**src/rtl/mem_bus_arbiter.sv**
```systemverilog
// mem_bus_arbiter: shares the memory controller port between the icache fetch
// path and the dcache MSHR issue path, and routes tagged returns back to the
// requester that owns each accepted tag.
// Build option: define MEM_ARB_RR_EN for round-robin arbitration between the
// two requesters (no starvation counter). When it is undefined, the dcache has
// fixed priority and the icache is forced through after STARVE_LIMIT losses.
module mem_bus_arbiter #(
  parameter int XLEN         = 32,
  parameter int NUM_TAGS     = 16,
  parameter int STARVE_LIMIT = 8,
  parameter int CNT_W        = 4
) (
  input  logic            clock,
  input  logic            reset,
  input  logic [1:0]      icache2arb_command,
  input  logic [XLEN-1:0] icache2arb_addr,
  input  logic [1:0]      dcache2arb_command,
  input  logic [XLEN-1:0] dcache2arb_addr,
  input  logic [63:0]     dcache2arb_data,
  input  logic [3:0]      mem2arb_response,
  input  logic [3:0]      mem2arb_tag,
  input  logic [63:0]     mem2arb_data,
  output logic [1:0]      arb2mem_command,
  output logic [XLEN-1:0] arb2mem_addr,
  output logic [63:0]     arb2mem_data,
  output logic [3:0]      arb2icache_response,
  output logic [3:0]      arb2dcache_response,
  output logic [3:0]      arb2icache_tag,
  output logic [63:0]     arb2icache_data,
  output logic [3:0]      arb2dcache_tag,
  output logic [63:0]     arb2dcache_data,
  output logic [1:0]      arb_grant
);

  localparam logic [1:0]       BUS_NONE   = 2'd0;
  localparam int               TAG_W      = 4;
  localparam logic [CNT_W-1:0] STARVE_MAX = CNT_W'(STARVE_LIMIT);
  localparam logic [CNT_W-1:0] CNT_SAT    = '1;

  // Registered arbitration state; owner bit 1 = dcache, 0 = icache.
  logic             lock_reg;
  logic             lock_owner_reg;
  logic [CNT_W-1:0] starve_cnt_reg;
`ifdef MEM_ARB_RR_EN
  logic             last_winner_reg;
`endif

  // Owner table: one {valid, owner} pair per memory tag.
  logic tag_valid_reg [NUM_TAGS];
  logic tag_owner_reg [NUM_TAGS];

  logic ireq, dreq;
  logic gnt_i, gnt_d, any_grant, accepted;
  logic ret_hit, ret_owner;

  assign ireq      = (icache2arb_command != BUS_NONE);
  assign dreq      = (dcache2arb_command != BUS_NONE);
  assign any_grant = gnt_i | gnt_d;
  assign accepted  = any_grant && (mem2arb_response != '0);

  // Grant selection: a held lock beats everything, then the fairness rule.
  always_comb begin
    gnt_i = 1'b0;
    gnt_d = 1'b0;
    if (lock_reg && (lock_owner_reg ? dreq : ireq)) begin
      gnt_d = lock_owner_reg;
      gnt_i = !lock_owner_reg;
    end
`ifdef MEM_ARB_RR_EN
    else if (ireq && dreq) begin
      gnt_d = !last_winner_reg;
      gnt_i = last_winner_reg;
    end
`else
    else if (ireq && (starve_cnt_reg >= STARVE_MAX)) begin
      gnt_i = 1'b1;
    end
`endif
    else if (dreq) begin
      gnt_d = 1'b1;
    end else if (ireq) begin
      gnt_i = 1'b1;
    end
  end

  // Forward the granted request to the controller and steer its response back.
  always_comb begin
    arb2mem_command     = BUS_NONE;
    arb2mem_addr        = '0;
    arb2mem_data        = '0;
    if (gnt_d) begin
      arb2mem_command = dcache2arb_command;
      arb2mem_addr    = dcache2arb_addr;
      arb2mem_data    = dcache2arb_data;
    end else if (gnt_i) begin
      arb2mem_command = icache2arb_command;
      arb2mem_addr    = icache2arb_addr;
    end
    arb2icache_response = gnt_i ? mem2arb_response : '0;
    arb2dcache_response = gnt_d ? mem2arb_response : '0;
    arb_grant           = {gnt_d, gnt_i};
  end

  assign ret_hit   = (mem2arb_tag != '0) && tag_valid_reg[mem2arb_tag];
  assign ret_owner = tag_owner_reg[mem2arb_tag];

  // Route a returning tag to the owner recorded before this cycle's update.
  always_comb begin
    arb2icache_tag  = '0;
    arb2icache_data = '0;
    arb2dcache_tag  = '0;
    arb2dcache_data = '0;
    if (ret_hit) begin
      if (ret_owner) begin
        arb2dcache_tag  = mem2arb_tag;
        arb2dcache_data = mem2arb_data;
      end else begin
        arb2icache_tag  = mem2arb_tag;
        arb2icache_data = mem2arb_data;
      end
    end
  end

  // Lock holds the grant across controller busy cycles; starvation/RR history.
  always_ff @(posedge clock) begin
    if (reset) begin
      lock_reg       <= 1'b0;
      lock_owner_reg <= 1'b0;
      starve_cnt_reg <= '0;
`ifdef MEM_ARB_RR_EN
      last_winner_reg <= 1'b0;
`endif
    end else begin
      lock_reg <= any_grant && (mem2arb_response == '0);
      if (any_grant) begin
        lock_owner_reg <= gnt_d;
      end
`ifdef MEM_ARB_RR_EN
      starve_cnt_reg <= '0;
      if (accepted) begin
        last_winner_reg <= gnt_d;
      end
`else
      if (!ireq || (gnt_i && accepted)) begin
        starve_cnt_reg <= '0;
      end else if (!gnt_i && (starve_cnt_reg != CNT_SAT)) begin
        starve_cnt_reg <= starve_cnt_reg + CNT_W'(1);
      end
`endif
    end
  end

  genvar gi;
  generate
    for (gi = 0; gi < NUM_TAGS; gi++) begin : g_owner
      localparam logic [TAG_W-1:0] IDX = TAG_W'(gi);
      // Allocation after a return to the same tag wins, so it is tested first.
      always_ff @(posedge clock) begin
        if (reset) begin
          tag_valid_reg[gi] <= 1'b0;
          tag_owner_reg[gi] <= 1'b0;
        end else if (accepted && (mem2arb_response == IDX)) begin
          tag_valid_reg[gi] <= 1'b1;
          tag_owner_reg[gi] <= gnt_d;
        end else if (ret_hit && (mem2arb_tag == IDX)) begin
          tag_valid_reg[gi] <= 1'b0;
        end
      end
    end
  endgenerate

endmodule

```
**config.mk**
```make
export PLATFORM = sky130hd
export DESIGN_NAME = mem_bus_arbiter
export DESIGN_NICKNAME = d
export VERILOG_FILES = /design/src/rtl/mem_bus_arbiter.sv
export SDC_FILE = /design/constraint.sdc
export NUM_CORES = 1
export LEC_CHECK = 0
export CORE_AREA = 4 4 173 175
export DETAILED_ROUTE_END_ITERATION = 10
export DIE_AREA = 0 0 177 179
export SETUP_SLACK_MARGIN = 0.2
export SYNTH_ARGS = -nofsm -noshare
export SYNTH_HDL_FRONTEND = slang
export SYNTH_SLANG_ARGS = --single-unit
```
**constraint.sdc**
```tcl
create_clock -name clock -period 4 [get_ports clock]
set_input_delay 1.2 -clock clock [delete_from_list [all_inputs] [get_ports clock]]
set_output_delay 1.2 -clock clock [all_outputs]
set_load 0.01 [all_outputs]
```
==> results.toml, run 1 <==
[outcome]
outcome = "finished, violations left"
violations = "setup timing"

[synth]
ys_seq_area_frac = 0.226
yosysTopAreaCellShare = 0.277
syn_area_per_cell_um2 = 9.57
synth-seq-cells = 38
synthTopCellsByCount = "nor3b_2 (106), and2_1 (70), nor2_1 (49), a22o_1 (34), edfxtp_1 (32)"
netlist_area_um2 = 4790
synthCells = 501
ys.flop_type = "edfxtp_1"
synth_top_cell_by_area = "nor3b_2"
synthTopCellsByArea = "nor3b_2 (28%), edfxtp_1 (20%), and2_1 (9.1%)"
ys_warn_count = 0
synthDistinctLibCells = 49
synth_most_common_cell = "nor3b_2"
synthArstFlopShare = 0
synth_edf_count = 32

[pwr]
finalPower_uw = 2620
power_density_nw_per_um2 = 217
irDropWorstVdd_mv = 0.138
leakagePower_uw = 0.00536

[floorplanning]
rows = 62
ioPinCount = 450
die_area_um2 = 31700
core_area_um2 = 28500
die_w_um = 177
initial_core_util = 0.168
die_h_um = 179

[min_path]
min_path_type = "reg -> reg"
holdPathStages = 2

[worst_setup_path]
crit_fanout = 7
crit_type = "in -> out"
cp-end-kind = "primary output"
start_kind = "input port"
rr_worst_depth = 7
critPathArrivalTime_ps = 3160
crit_required_ps = 2800

[grt]
grt_pass1_wl_um = 45900
grt_antenna_before_repair = 6
grt_pass1_vias = 6922
grt_max_degree = 32
grtUsageTotal = 0.194
grt_overflow = 0

[clock_tree]
holdBufCountCts = 0
clk-insertion-delay-late_ps = 280
cts_buffers = 5
cts_root_buf = "clkbuf_16"
max-clock-path-buffers = 2
numClockSinks = 38
cts_tree = "done"
clkTransAtPathRegs_ps = 60
cts_htree_levels = 2

[layout]
nets = 1298
area_growth_pct = 152
fillCellCount = 2725
drive_above_1_share = 0.507

[timing]
post-route-period-util = 1.09
fin_ws_ps = -358
rsz0062_at_grt = "yes"
maxSlewHeadroom = 0.466
setup_viol = 135
final_hold_viol_count = 0
final.setup.tns_ps = -27900
drv_slew = 0
period_minus_slack_ps = 4360
finClkSkew_ps = 8.55
fmax_ghz = 0.229
tightest_slew_ps = 799

[placed_design]
io_buffers = 449
hpwl_um = 24600
gp_congestion = 0.840

[drt]
drtIter0Drc = 231
viasPerCell = 4.36
drtPass1Iterations = 5
final_antenna_net_count = 0
vias = 6451
wire_per_inst_um = 22.7
drc = 0
totalWireLength_um = 33500

[flow_run]
drv_cap = 0
## worst paths after layout
check	end	slack, ps	start
setup / recovery	arb2icache_data[41]	-360	mem2arb_tag[0]
hold / removal	lock_owner_reg	450	lock_owner_reg
setup reg to reg	tag_valid_reg[3]	2080	tag_valid_reg[15]
hold reg to reg	lock_owner_reg	450	lock_owner_reg
## worst max-delay path, stage by stage
cell     delay, ps
buf_8          110
buf_12         130
buf_8          120
mux2i_1        120
a22oi_2        150
nand3_2        120
o21a_4         250
buf_12         140
buf_16         140
buf_12         130
buf_16         130
buf_6          110
nor3b_2        160
buf_2          150
## where the power goes
part / switching [uW] / leakage [uW] / internal, uW
sequential: 8.51 / 0.000387 / 449
clock: 159 / 0.0000673 / 228
combinational: 736 / 0.00490 / 1040
total: 904 / 0.00536 / 1720
## repair_timing
| action | in CTS | in global routing |
|---|---|---|
| resized for setup | 931 | 80 |
| endpoints found under the setup margin | 244 | 218 |
| setup buffers | 82 | 11 |
| pin swaps | 76 | 46 |
| cloned | 25 | 3 |
## cell usage in the layout, fill, tap and decap left out, types with 8 or more instances in the layout
master,netlist,routed
a22o_1,34,31
dlygate4sd2_1,0,64
nor3b_2,106,82
clkbuf_16,0,8
clkdlybuf4s50_1,0,198
and2_1,70,70
buf_4,20,55
buf_2,8,145
edfxtp_1,32,32
nor3b_4,0,46
a21o_1,17,17
nand2_1,17,14
buf_12,3,36
clkbuf_2,0,10
buf_8,1,12
buf_6,5,85
buf_16,0,25
nor2_1,49,45
## final cells by class
type                    count  area [um^2]  share of cell area
diodes                      5         12.5             0.00104
clock buffers               5          125              0.0104
clock inverters             3         16.3             0.00135
inverters                   3         11.3            0.000933
multi-input cells         401         3910               0.324
flip-flops and latches     38         1080              0.0896
well taps                 384          480              0.0398
repair buffers            641         6440               0.533
## metal layers
| metal | part of all wire | global-route usage | up-vias |
|---|---|---|---|
| met5 | 0.00039 | 0 | - |
| met4 | 0.033 | 0.0580 | 2 |
| met3 | 0.096 | 0.0662 | 46 |
| met2 | 0.54 | 0.380 | 352 |
| met1 | 0.33 | 0.193 | 3048 |
| li1 | - | - | 3003 |
## through the flow
stage	instances	instance area, um^2	setup WS [ps]	util	hold WS, ps
2_1_floorplan	502	5060	131	-	427
3_3_place_gp	1346	10400	-967	0.366	437
3_5_place_dp	1346	10400	-1030	0.366	446
4_1_cts	1461	11700	-413	0.410	455
5_1_grt	1480	12100	-451	0.424	494
6_report	1480	12100	-358	0.424	451
## kinds of logic after synthesis
family,share of synthesized area
simple gates,0.505
compound gates,0.133
buf+inv,0.0882
flops,0.226
mux,0.0405
fa+ha+maj,0.00522
other cells,0.000782
xor+xnor,0.00183
Note: power is estimated with default switching activity, not from simulation.
==> run 2: changes to the inputs <==
- CORE_AREA: 4 4 173 175 -> 2 2 173 175
- CTS_BUF_LIST: not set -> sky130_fd_sc_hd__clkbuf_4
- DIE_AREA: 0 0 177 179 -> 0 0 175 177
==> results.toml, run 2 (synthesis results as in run 1) <==
[worst_setup_path]
crit_type = "in -> out"
reg2reg_slack_ps = 1760
r2r_start = "tag_valid_reg[5]"
critPathArrivalTime_ps = 3060
cp_cell_sequence = "buf_8, buf_12, buf_12, mux2i_4, o22ai_1, mux2i_2, o21a_4, buf_8, buf_6, buf_16, nor3b_4, buf_2"
reg2reg_to = "tag_valid_reg[3]"
crit_required_ps = 2800
path_delay_family = "buffers and inverters"
start_kind = "input port"
cp_num_buf_inv = 7
rr_worst_depth = 13
cp_slowest_cell = "nor3b_4"
crit_cells = 12
endpoint = "arb2icache_data[0]"
crit_start = "mem2arb_tag[0]"
crit_fanout = 7
cp-end-kind = "primary output"
slowest_delay_ps = 210

[pwr]
leakagePower_uw = 0.00504
combPwrFrac = 0.707
power_density_nw_per_um2 = 199
intPower_uw = 1450
p_sw_uw = 821
p_sw_frac = 0.361
power_frac_clock = 0.091
irDropWorstVdd_mv = 0.0992
pwr-share-seq = 0.202

[grt]
grtUsageTotal = 0.181
grt_pass1_wl_um = 41800
grt_max_degree = 27
grt_overflow = 0
grt_antenna_before_repair = 12
grt_pass1_vias = 6487

[timing]
tightest_slew_ps = 873
period_minus_slack_ps = 4260
final_hold_viol_count = 0
fmax_ghz = 0.235
fin_ws_ps = -263
final.setup.tns_ps = -24320
maxSlewHeadroom = 0.416
hold_slack_ps = 468
post-route-period-util = 1.07
rsz0062_at_grt = "yes"
setup_viol = 136
drv_slew = 0
finClkSkew_ps = 1.53

[drt]
drc = 0
drtPass1Iterations = 5
viasPerCell = 4.26
totalWireLength_um = 29800
final_antenna_net_count = 0
wire_per_inst_um = 20.5
drtIter0Drc = 250
vias = 6193

[floorplanning]
die_w_um = 175
initial_core_util = 0.164
die_area_um2 = 31000
rows = 63
die_h_um = 177
ioPinCount = 450
core_area_um2 = 29200

[layout]
drive_above_1_share = 0.486
nets = 1260
area_growth_pct = 138
final_cell_mix = "clkdlybuf4s50_1 (202), buf_2 (149), nor3b_2 (88)"
fillCellCount = 2960
layout_commonest_cell = "clkdlybuf4s50_1"

[placed_design]
hpwl_um = 23300
io_buffers = 449
gp_congestion = 0.839

[min_path]
min_path_type = "reg -> reg"
hp-start = "lock_owner_reg"

[clock_tree]
max-clock-path-buffers = 2
cts_tree = "done"
numClockSinks = 38
holdBufCountCts = 0
cts_buffers = 5
clkTransAtPathRegs_ps = 120
clk-insertion-delay-late_ps = 350
cts_root_buf = "clkbuf_4"
cts_htree_levels = 2

[outcome]
outcome = "finished, violations left"
violations = "setup timing"

[flow_run]
drv_cap = 0
[run 2: cell types whose count changed in the layout (fill, tap and decap cells not counted), sizes merged]
cell | before | now
buf | 358 | 323
dlygate4sd2 | 64 | 54
diode | 5 | 11
bufbuf | 0 | 4
clkdlybuf4s50 | 198 | 202
clkbuf | 18 | 15
dlymetal6s2s | 0 | 3
o32a | 2 | 1
[run 2: area by class of cell]
type	instances	area, um^2	share of cell area
diodes	11	27.5	0.00241
clock buffers	5	37.5	0.00329
clock inverters	3	16.3	0.00143
inverters	3	12.5	0.00110
multi-input cells	400	3840	0.337
flip-flops and latches	38	1080	0.0947
well taps	390	488	0.0428
repair buffers	604	5900	0.517
[run 2: per-stage QoR]
stage	util	setup slack (ps)	total power (uW)	area, um^2	std cells
after floorplan	-	131	1050	5060	502
after global placement	0.361	-1060	1820	10600	1365
after detailed placement	0.361	-1090	1820	10600	1365
after CTS	0.380	-298	2220	11100	1433
after global routing	0.390	-330	2380	11400	1454
final	0.390	-263	2270	11400	1454
[run 2: how the worst min path moves through the flow]
stage                                 to  depth (start not counted)
after floorplan           lock_owner_reg                          2
after global placement    lock_owner_reg                          2
after detailed placement  lock_owner_reg                          2
after CTS                 lock_owner_reg                          2
after global routing      lock_owner_reg                          2
final                     lock_owner_reg                          2
[run 2: metal layers]
metal  share of wire  track usage  routed length (um)
met2            0.56        0.347               16600
met3           0.082       0.0522                2440
met5               0            0                   0
met1            0.34        0.181               10200
met4           0.020       0.0764                 606
[run 2: what timing repair did]
item / CTS / global route
gates cloned: 19 / 2
endpoints found under the hold margin: 0 / 0
pin swaps: 55 / 42
buffers inserted: 41 / 8
resized for setup: 910 / 68
endpoints found under the setup margin: 244 / 173
[run 2: worst register-to-register path: stages, from the launching register on]
cell	delay, ps
edfxtp_1	460
mux2i_1	180
a22oi_1	100
nand3_1	130
buf_4	130
buf_6	80
buf_6	80
buf_6	80
buf_6	100
nand2_8	60
buf_4	130
buf_4	120
buf_4	140
a41o_1	240
[run 2: power by group through the flow]
stage	combinational (uW)	sequential [uW]	clock, uW
after detailed placement	1350	465	0
after global routing	1690	460	230
after floorplan	586	461	0
after global placement	1350	465	0
after CTS	1550	457	212
final	1600	459	207
